$ cat src/rtl/studio2_pkg.sv
// Shared types and header layout constants for the Studio II cartridge loader.
package studio2_pkg;

    typedef enum logic [2:0] {IDLE, HDR, DATA, DONE, ERR} state_e;

    localparam logic [31:0] ST2_MAGIC      = 32'h52434132; // "RCA2", offset 0 first
    localparam int unsigned HDR_OFS_COUNT  = 4;
    localparam int unsigned HDR_OFS_TABLE  = 64;
    localparam int unsigned HDR_OFS_DATA   = 256;
    localparam int unsigned HDR_OFS_LAST   = HDR_OFS_DATA - 1;

    localparam logic [5:0]  CART_SLOT      = 6'd1;
    localparam logic [1:0]  EXT_BIN        = 2'd0;
    localparam logic [1:0]  EXT_ST2        = 2'd1;

endpackage

$ cat src/rtl/cart_loader_if.sv
// Download, CPU and cartridge-RAM signals of the loader; slave is the loader side.
interface cart_loader_if;
  logic        ioctl_download;
  logic [7:0]  ioctl_index;
  logic        ioctl_wr;
  logic [24:0] ioctl_addr;
  logic [7:0]  ioctl_dout;
  logic [15:0] cpu_addr;
  logic        cpu_rd;
  logic        cpu_grant;
  logic [15:0] mem_addr;
  logic [7:0]  mem_din;
  logic        mem_we;
  logic        busy;
  logic        cart_valid;
  logic        hdr_error;

  modport slave (
    input  ioctl_download, ioctl_index, ioctl_wr, ioctl_addr, ioctl_dout, cpu_addr, cpu_rd,
    output cpu_grant, mem_addr, mem_din, mem_we, busy, cart_valid, hdr_error
  );

  modport master (
    output ioctl_download, ioctl_index, ioctl_wr, ioctl_addr, ioctl_dout, cpu_addr, cpu_rd,
    input  cpu_grant, mem_addr, mem_din, mem_we, busy, cart_valid, hdr_error
  );
endinterface

$ cat src/rtl/st2_page_table.sv
// st2 block -> RAM page map; synchronous write, combinational read, cleared on reset.
module st2_page_table #(
  parameter int unsigned DEPTH = 64,
  parameter int unsigned IDX_W = 6
) (
  input  logic             clk,
  input  logic             reset,
  input  logic             we_i,
  input  logic [IDX_W-1:0] waddr_i,
  input  logic [7:0]       wdata_i,
  input  logic [IDX_W-1:0] raddr_i,
  output logic [7:0]       rdata_o
);
  logic [7:0] mem_q [DEPTH];

  always_ff @(posedge clk) begin
    if (reset) begin
      for (int i = 0; i < DEPTH; i++) mem_q[i] <= 8'h00;
    end else if (we_i) begin
      mem_q[waddr_i] <= wdata_i;
    end
  end

  assign rdata_o = (32'(raddr_i) < DEPTH) ? mem_q[raddr_i] : 8'h00;
endmodule

$ cat src/rtl/cart_loader.sv
// Parses bin/st2 cartridge downloads into cartridge RAM; writes land one cycle after ioctl_wr.
// Loader writes always own the RAM port; the CPU is granted only when idle with no write pending.
module cart_loader
  import studio2_pkg::*;
#(
  parameter logic [15:0] RAW_BASE   = 16'h0400,
  parameter int unsigned MAX_BLOCKS = 64
) (
  input logic          clk,
  input logic          reset,
  cart_loader_if.slave bus
);
  localparam int unsigned IDX_W = (MAX_BLOCKS > 1) ? $clog2(MAX_BLOCKS) : 1;

  state_e      state_q, state_d;
  logic        dl_q;
  logic        st2_q, st2_d;
  logic [31:0] magic_q, magic_d;
  logic [7:0]  count_q, count_d;
  logic        valid_q, valid_d;
  logic        err_q, err_d;
  logic        we_q, we_d;
  logic [15:0] waddr_q, waddr_d;
  logic [7:0]  wdat_q, wdat_d;

  logic             pt_we;
  logic [7:0]       pt_rdata;
  logic [24:0]      a;
  logic [24:0]      tbl_ofs;
  logic [16:0]      blk;
  logic [1:0]       ext;
  logic             dl_rise, dl_fall, hdr_ok, in_tbl, in_blk;
  logic             unused_cpu_rd;

  assign a             = bus.ioctl_addr;
  assign ext           = bus.ioctl_index[7:6];
  assign dl_rise       = bus.ioctl_download & ~dl_q;
  assign dl_fall       = ~bus.ioctl_download & dl_q;
  assign tbl_ofs       = a - 25'(HDR_OFS_TABLE);
  assign blk           = a[24:8] - 17'd1;
  assign hdr_ok        = (magic_q == ST2_MAGIC) && (count_q != 8'd0) && (32'(count_q) <= MAX_BLOCKS);
  assign in_tbl        = (a >= 25'(HDR_OFS_TABLE)) && (tbl_ofs < 25'(count_q)) &&
                         (tbl_ofs < 25'(MAX_BLOCKS));
  assign in_blk        = (a >= 25'(HDR_OFS_DATA)) && (blk < 17'(count_q));
  assign unused_cpu_rd = bus.cpu_rd;

  st2_page_table #(.DEPTH(MAX_BLOCKS), .IDX_W(IDX_W)) u_page_table (
    .clk     (clk),
    .reset   (reset),
    .we_i    (pt_we),
    .waddr_i (tbl_ofs[IDX_W-1:0]),
    .wdata_i (bus.ioctl_dout),
    .raddr_i (blk[IDX_W-1:0]),
    .rdata_o (pt_rdata)
  );

  always_comb begin
    state_d = state_q;
    st2_d   = st2_q;
    magic_d = magic_q;
    count_d = count_q;
    valid_d = valid_q;
    err_d   = err_q;
    we_d    = 1'b0;
    waddr_d = waddr_q;
    wdat_d  = wdat_q;
    pt_we   = 1'b0;
    case (state_q)
      IDLE: begin
        if (dl_rise && bus.ioctl_index[5:0] == CART_SLOT && (ext == EXT_BIN || ext == EXT_ST2)) begin
          st2_d   = (ext == EXT_ST2);
          state_d = (ext == EXT_ST2) ? HDR : DATA;
          magic_d = '0;
          count_d = '0;
          valid_d = 1'b0;
          err_d   = 1'b0;
        end
      end
      HDR: begin
        if (bus.ioctl_wr) begin
          if (a < 25'(HDR_OFS_COUNT)) begin
            case (a[1:0])
              2'd0: magic_d[31:24] = bus.ioctl_dout;
              2'd1: magic_d[23:16] = bus.ioctl_dout;
              2'd2: magic_d[15:8]  = bus.ioctl_dout;
              2'd3: magic_d[7:0]   = bus.ioctl_dout;
            endcase
          end
          if (a == 25'(HDR_OFS_COUNT)) count_d = bus.ioctl_dout;
          pt_we = in_tbl;
        end
        // A final header byte arriving with the fall is committed before the fall is honoured.
        if (bus.ioctl_wr && a == 25'(HDR_OFS_LAST)) begin
          if (!hdr_ok) begin
            state_d = ERR;
            err_d   = 1'b1;
          end else begin
            state_d = dl_fall ? DONE : DATA;
          end
        end else if (dl_fall) begin
          state_d = ERR;
          err_d   = 1'b1;
        end
      end
      DATA: begin
        if (bus.ioctl_wr) begin
          if (!st2_q) begin
            we_d    = 1'b1;
            waddr_d = RAW_BASE + a[15:0];
            wdat_d  = bus.ioctl_dout;
          end else if (in_blk) begin
            we_d    = 1'b1;
            waddr_d = {pt_rdata, a[7:0]};
            wdat_d  = bus.ioctl_dout;
          end
        end
        if (dl_fall) state_d = DONE;
      end
      DONE: begin
        valid_d = 1'b1;
        state_d = IDLE;
      end
      ERR: begin
        valid_d = 1'b0;
        if (!bus.ioctl_download) state_d = IDLE;
      end
      default: state_d = IDLE;
    endcase
  end

  // dl_q keeps tracking through reset so an aborted download cannot restart itself.
  always_ff @(posedge clk) begin
    dl_q <= bus.ioctl_download;
    if (reset) begin
      state_q <= IDLE;
      st2_q   <= 1'b0;
      magic_q <= '0;
      count_q <= '0;
      valid_q <= 1'b0;
      err_q   <= 1'b0;
      we_q    <= 1'b0;
      waddr_q <= '0;
      wdat_q  <= '0;
    end else begin
      state_q <= state_d;
      st2_q   <= st2_d;
      magic_q <= magic_d;
      count_q <= count_d;
      valid_q <= valid_d;
      err_q   <= err_d;
      we_q    <= we_d;
      waddr_q <= waddr_d;
      wdat_q  <= wdat_d;
    end
  end

  assign bus.busy       = (state_q == HDR) || (state_q == DATA);
  assign bus.cpu_grant  = ~bus.busy & ~we_q;
  assign bus.mem_we     = we_q;
  assign bus.mem_addr   = we_q ? waddr_q : bus.cpu_addr;
  assign bus.mem_din    = wdat_q;
  assign bus.cart_valid = valid_q;
  assign bus.hdr_error  = err_q;
endmodule
$ cat src/flat_wrapper.sv
// flat-port wrapper written by rule: the top's interface ports become plain ports
module cart_loader_flat import studio2_pkg::*;
#(
  parameter logic [15:0] RAW_BASE   = 16'h0400,
  parameter int unsigned MAX_BLOCKS = 64
)
  (clk, reset, bus_ioctl_download, bus_ioctl_index, bus_ioctl_wr, bus_ioctl_addr, bus_ioctl_dout, bus_cpu_addr, bus_cpu_rd, bus_cpu_grant, bus_mem_addr, bus_mem_din, bus_mem_we, bus_busy, bus_cart_valid, bus_hdr_error);
  cart_loader_if bus_i ();
  input logic clk;
  input logic reset;
  input wire logic [$bits(bus_i.ioctl_download)-1:0] bus_ioctl_download;
  input wire logic [$bits(bus_i.ioctl_index)-1:0] bus_ioctl_index;
  input wire logic [$bits(bus_i.ioctl_wr)-1:0] bus_ioctl_wr;
  input wire logic [$bits(bus_i.ioctl_addr)-1:0] bus_ioctl_addr;
  input wire logic [$bits(bus_i.ioctl_dout)-1:0] bus_ioctl_dout;
  input wire logic [$bits(bus_i.cpu_addr)-1:0] bus_cpu_addr;
  input wire logic [$bits(bus_i.cpu_rd)-1:0] bus_cpu_rd;
  output wire logic [$bits(bus_i.cpu_grant)-1:0] bus_cpu_grant;
  output wire logic [$bits(bus_i.mem_addr)-1:0] bus_mem_addr;
  output wire logic [$bits(bus_i.mem_din)-1:0] bus_mem_din;
  output wire logic [$bits(bus_i.mem_we)-1:0] bus_mem_we;
  output wire logic [$bits(bus_i.busy)-1:0] bus_busy;
  output wire logic [$bits(bus_i.cart_valid)-1:0] bus_cart_valid;
  output wire logic [$bits(bus_i.hdr_error)-1:0] bus_hdr_error;
  assign bus_i.ioctl_download = bus_ioctl_download;
  assign bus_i.ioctl_index = bus_ioctl_index;
  assign bus_i.ioctl_wr = bus_ioctl_wr;
  assign bus_i.ioctl_addr = bus_ioctl_addr;
  assign bus_i.ioctl_dout = bus_ioctl_dout;
  assign bus_i.cpu_addr = bus_cpu_addr;
  assign bus_i.cpu_rd = bus_cpu_rd;
  assign bus_cpu_grant = bus_i.cpu_grant;
  assign bus_mem_addr = bus_i.mem_addr;
  assign bus_mem_din = bus_i.mem_din;
  assign bus_mem_we = bus_i.mem_we;
  assign bus_busy = bus_i.busy;
  assign bus_cart_valid = bus_i.cart_valid;
  assign bus_hdr_error = bus_i.hdr_error;
  cart_loader #(.RAW_BASE(RAW_BASE), .MAX_BLOCKS(MAX_BLOCKS)) u_core (.clk(clk), .reset(reset), .bus(bus_i));
endmodule
$ cat config.mk
export PLATFORM = sky130hd
export DESIGN_NAME = cart_loader_flat
export DESIGN_NICKNAME = d
export VERILOG_FILES = /design/src/rtl/studio2_pkg.sv /design/src/rtl/cart_loader_if.sv /design/src/rtl/st2_page_table.sv /design/src/rtl/cart_loader.sv /design/src/flat_wrapper.sv
export SDC_FILE = /design/constraint.sdc
export NUM_CORES = 1
export LEC_CHECK = 0
export CAP_MARGIN = 20
export CELL_PAD_IN_SITES_DETAIL_PLACEMENT = 1
export CELL_PAD_IN_SITES_GLOBAL_PLACEMENT = 1
export CORE_ASPECT_RATIO = 0.9
export CORE_MARGIN = 5
export CORE_UTILIZATION = 30
export DETAILED_ROUTE_END_ITERATION = 8
export GPL_TIMING_DRIVEN = 0
export PLACE_DENSITY_LB_ADDON = 0.2
export SYNTH_ARGS = -nofsm -noshare
export SYNTH_HDL_FRONTEND = slang
export SYNTH_SLANG_ARGS = --single-unit
export TNS_END_PERCENT = 30
$ cat constraint.sdc
create_clock -name clk -period 4.8 [get_ports clk]
set_clock_uncertainty 0.05 [all_clocks]
set_input_delay 0.72 -clock clk [delete_from_list [all_inputs] [get_ports clk]]
set_output_delay 0.72 -clock clk [all_outputs]
set_load 0.01 [all_outputs]
[After elaboration in Yosys (flattened, before gate mapping)]
Memory sizes are Yosys's and may differ from the RTL's.
Cells that the tools add are included.
Cells by class
  divide/modulo/power cells: 0
  bitwise gates (word level): 9
  reduce and logical (&&, ||, !) cells: 28
  shift-type cells: 0
  mux-type cells: 44
  $add $sub $neg: 3
  multiply operators: 0
  eq/ne operators: 25
  order comparisons: 7
Operator list (count)
  2-to-1 mux 32 bit: 3
  2-to-1 mux 8 bit: 10
  case mux 32 bit (2 select lines): 1
  2-to-1 mux 16 bit: 3
  == test 32 x 31 -> 1 bit, second input constant: 1
  == test 25 x 3 -> 1 bit, second input constant: 1
  == test 25 x 8 -> 1 bit, second input constant: 1
  >= comparator 25 x 7 -> 1 bit, second input constant: 1
  >= comparator 25 x 9 -> 1 bit, second input constant: 1
  less-than comparator 25 x 3 -> 1 bit, second input constant: 1
  less-than comparator 25 x 7 -> 1 bit, second input constant: 1
  less-than comparator 25 x 8 -> 1 bit: 1
  subtractor 25 x 7 -> 25 bit, second input constant: 1
  AND reduction 5 bit: 4
  2-to-1 mux 3 bit: 6
  less-than comparator 17 x 8 -> 1 bit: 1
  subtractor 17 x 1 -> 17 bit, second input constant: 1
  adder 11 x 16 -> 16 bit, first input constant: 1
  case mux 8 bit (2 select lines): 1
  2-to-1 mux 1 bit: 15
  != test 2 bit, second input constant: 7
  case mux 3 bit (4 select lines): 1
  AND reduction 4 bit: 3
  <= comparator 8 x 7 -> 1 bit, second input constant: 1
  26 further kinds: 49
Storage, ports and cells
  bits in latches: 0
  memories: 1
  bits of input ports: 62
  ROM bits: 0
  bits in writable memories: 512
  word-level logic and storage cells: 130
  register bits after elaboration: 72
Memories
  u_core.u_page_table.mem_q: depth 64, bits a word 8, read ports 1, clocked after Yosys merged registers in 0, wr ports 64, line st2_page_table.sv:14  | logic [7:0] mem_q [DEPTH];

[Longest topological paths before layout]
  word-level depth: 11
  depth in mapped cells: 16

[Cells and area by module]
Synthesis repeated with hierarchy kept, for this count alone.
Unflattened totals
  cell total of the unflattened synthesis: 2070
  area, all modules: 28100.7 um^2
By module, submodules not included
  st2_page_table: cells an instance 1562, area an instance 23827.9 um^2, instances 1
  cart_loader: cells an instance 508, area an instance 4272.8 um^2, instances 1

[Least setup slack after synthesis]
No wires, ideal clock.
  kind: input port to flip-flop
  start point: input bus_ioctl_addr[8]
  end point: register u_core.waddr_q[2]
  stages: 16
  library setup time: 0.128 ns
  data arrival time: 3.704 ns
  path slack: 0.918 ns
  buffers on the path: 6
  required time: 4.622 ns
  cells stage by stage: buf_2 inv_1 ha_1 buf_2 xnor2_1 inv_1 buf_2 buf_2 buf_2 ha_1 a21oi_1 o211ai_1 o21ai_1 buf_2 mux2i_1 nor2_1
On the way
  word-level cells in the longest chain between the ends: 5
RTL lines
  from (decl): line flat_wrapper.sv:14  | input wire logic [$bits(bus_i.ioctl_addr)-1:0] bus_ioctl_addr;
  subtractor 17 x 1 -> 17 bit: line cart_loader.sv:40  | assign blk = a[24:8] - 17'd1;
  less-than comparator 17 x 8 -> 1 bit: line cart_loader.sv:44  | assign in_blk = (a >= 25'(HDR_OFS_DATA)) && (blk < 17'(count_q));
  logical AND 1 bit *: line cart_loader.sv:44
  != test 2 bit (no line) *
  AND reduction 3 bit (no line) *
  to (signal assigned): line cart_loader.sv:152  | waddr_q <= waddr_d;
  to (decl): line cart_loader.sv:23  | logic [15:0] waddr_q, waddr_d;
Every way passes the cells marked *; elsewhere a longest branch is shown, timed or not.
A chain may end at the register's enable or synchronous reset.

==> impl_metrics.yaml <==
synthesis:
  synth_edf_count: 512
  synth_seq_cells: 584
  synth_fp_nets: 2253
  avgSynthCellArea_um2: 14.1
  syn_inst: 2170
  synth-seq-area-share_pct: 55.1
  async_reset_ff_share_pct: 0
  ys.warnings.count: 0
  synth_ff_type: "edfxtp_1"
  netlist-cell-type-count: 65
  syn_area_um2: 30500
route:
  postRouteAntennaNets: 0
  dr.pass1.iters: 5
  drcViolationCount: 0
  num_vias: 23800
  routed_via_density: 6.35
  finalWirelength_um: 142000
  drt_iter0_drc: 2834
  wl_per_cell_um: 37.8
placed_design:
  preCtsSetupSlack_ps: -1240
  port_buffers: 82
  gp_congestion: 0.982
  dp_hpwl_um: 105000
  dpl_cell_area_um2: 33200
power_and_ir_drop:
  power_leakage_uw: 0.0108
  power_uw: 12900
  ir_drop_uv: 244
  p_per_area_nw_per_um2: 362
floorplanning:
  rows: 111
  core_area_um2: 101000
  num_io_pins: 91
  die_h_um: 313
  die-area_um2: 108000
  fp.dieW_um: 346
  start_util_pct: 30.1
setup_path:
  crit_path_cell_trace: "clkdlybuf4s50_1, ha_1, nor2b_1, o21ai_0, a21oi_1, o31a_1, clkbuf_1, clkbuf_1, clkbuf_1, nor4_1"
  path_common_cell: "clkbuf_1"
  endpoint_kind: "register"
  path_max_fanout: 10
  cp.arrival_ps: 5130
  r2r_cells: 11
  start_kind: "primary input"
  max_stage_delay_ps: 940
  cp.required_ps: 5090
  slowest_stage: "clkbuf_1"
  critical_path_class: "primary input to register"
clock_network:
  cts_root_buffer: "clkbuf_16"
  clock_sinks: 584
  insertion_delay_ps: 650
  htreeDepth: 3
  ctsHoldBuffers: 0
  cts_tree: "yes"
  cts_made_buffers: 70
  clock_path_buffers: 3
  path_clk_slew_ps: 60
min_path:
  hold_path_depth: 2
  hp-class: "register to register"
global_route:
  grt_use_met1_pct: 34.6
  antenna_found_initial: 6
  grt_max_degree: 20
  grt_pass1_vias: 23600
  use_met3_pct: 5.62
  grt.busiest_layer: "met2"
  grt_pass1_wl_um: 193000
  grt_use_total_pct: 25.3
  gr-total-overflow: 0
  use_met2_pct: 39.4
timing:
  period_share_pct: 101
  fin_tns_setup_ps: -127
  setup_slack_ps: -44.8
  rsz0062_at_grt: "false"
  maxSlewViolCount: 0
  finalHoldViolCount: 0
  fin_crit_ps: 4840
  maxClockFrequency_ghz: 0.206
  tightest_slew_ps: 1270
  setup_viol: 5
  max-slew-margin-rel_pct: 15.2
finish:
  finish.utilization_pct: 35.1
  nets: 2423
  syn_to_final_growth_pct: 16.4
  register_area_um2: 16800
  n_fill_cell: 10600
  antenna_cells: 0
  final_cell_area_um2: 35500
  multi_input_area_um2: 12200
  final_common_cell: "edfxtp_1"
  final_cell_mix: "edfxtp_1, nor4_1, nor4_2, clkbuf_1, mux4_2"
  layout-drive-gt1-share_pct: 25.2
run:
  maxCapViolations: 0
status:
  status: "finished, violations left"
  violations: "setup timing"
[area by class of cell]
class / instances / area share [%]
sequential: 584 / 47.3
multi-input combinational: 1285 / 34.4
clock buffer: 87 / 5.47
tap: 1356 / 4.77
buffer: 277 / 4.12
timing repair buffer: 100 / 2.92
clock inverter: 42 / 0.820
inverter: 22 / 0.232
[path summary, 6_finish.rpt]
kind,end,from,slack [ps]
hold reg to reg,u_core.magic_q[22]$_SDFFE_PP0P_,u_core.magic_q[22]$_SDFFE_PP0P_,440
setup reg to reg,u_core.u_page_table.mem_q[14][0]$_SDFFCE_PN0P_,u_core.count_q[1]$_SDFFE_PP0P_,490
setup / recovery,u_core.u_page_table.mem_q[14][0]$_SDFFCE_PN0P_,bus_ioctl_addr[2],-40
hold / removal,u_core.magic_q[22]$_SDFFE_PP0P_,u_core.magic_q[22]$_SDFFE_PP0P_,440
[cells by family (layout without fill, tap and decap cells)]
group	count (synthesis)	after routing	synth area share [%]
compound gates	134	134	3.75
xor+xnor	23	23	0.660
fa+ha+maj	21	21	0.860
buf+inv	301	528	5.04
flops	584	584	55.1
mux	236	236	13.9
simple gates	871	871	20.7
[critical path, delay by kind of cell]
kind,cells,cell delay [ps]
buffers and inverters,4,3110
AOI/OAI and AO/OA,3,510
adders and majority gates,1,460
and+or+nand+nor,2,300
[routing by layer]
metal | vias to the layer above | share of wire (%)
met2 | 1494 | 45
met3 | 342 | 9.3
met1 | 12700 | 41
li1 | 9262 | -
met5 | - | 0.018
met4 | 4 | 4.7
[synth_stat cells, types with 7 or more instances]
library cell  number  area share (%)
and2_1            12            0.25
nor2b_1           18            0.37
nand3_1           51            0.84
a41o_1            65             2.1
ha_1              21            0.86
nand2b_1           8            0.16
mux2i_1           70             2.3
nand4_1           16            0.33
nand2_1           90             1.1
a211oi_1           9            0.22
xor2_1            14            0.40
mux2_2            17            0.63
nor2_1           106             1.3
clkbuf_1         175             2.2
and3_1            14            0.29
mux4_2           149              11
o21ai_0            7            0.11
xnor2_1            9            0.26
a21oi_1           11            0.18
buf_2             35            0.57
dfxtp_1           72             4.7
nor4_1           299             6.1
nor3_1            12            0.20
edfxtp_1         512              50
buf_1             18            0.22
buf_6             46             1.7
nor4_2           220             9.0
inv_1             21            0.26
[sequential cells by signal (all words and copies together), names as in the netlist]
signal / count
u_core.bus.cart_valid: 1
u_core.bus.hdr_error: 1
u_core.bus.mem_din: 8
u_core.bus.mem_we: 1
u_core.count_q: 8
u_core.dl_q: 1
u_core.magic_q: 32
u_core.st2_q: 1
u_core.state_q: 3
u_core.u_page_table.mem_q: 512
u_core.waddr_q: 16
[where the power goes]
group / switching, µW / total (µW) / internal, µW
Sequential: 61.9 / 5730 / 5670
Clock: 2290 / 5330 / 3040
Combinational: 1310 / 1820 / 514
Total: 3660 / 12900 / 9220
[stage by stage]
step | instances | hold WS [ps]
after global placement | 3608 | 413
after detailed placement | 3620 | 435
final | 3753 | 439
after floorplan | 2170 | 401
after CTS | 3747 | 450
after global routing | 3753 | 479
[timing repair]
item / CTS / global route
setup buffers: 0 / 4
endpoints found under the setup margin: 25 / 23
endpoints found under the hold margin: 0 / 0
resized for setup: 4 / 7
pin swaps: 0 / 1
cloned: 0 / 0
Power figures use the tool's default switching activity.
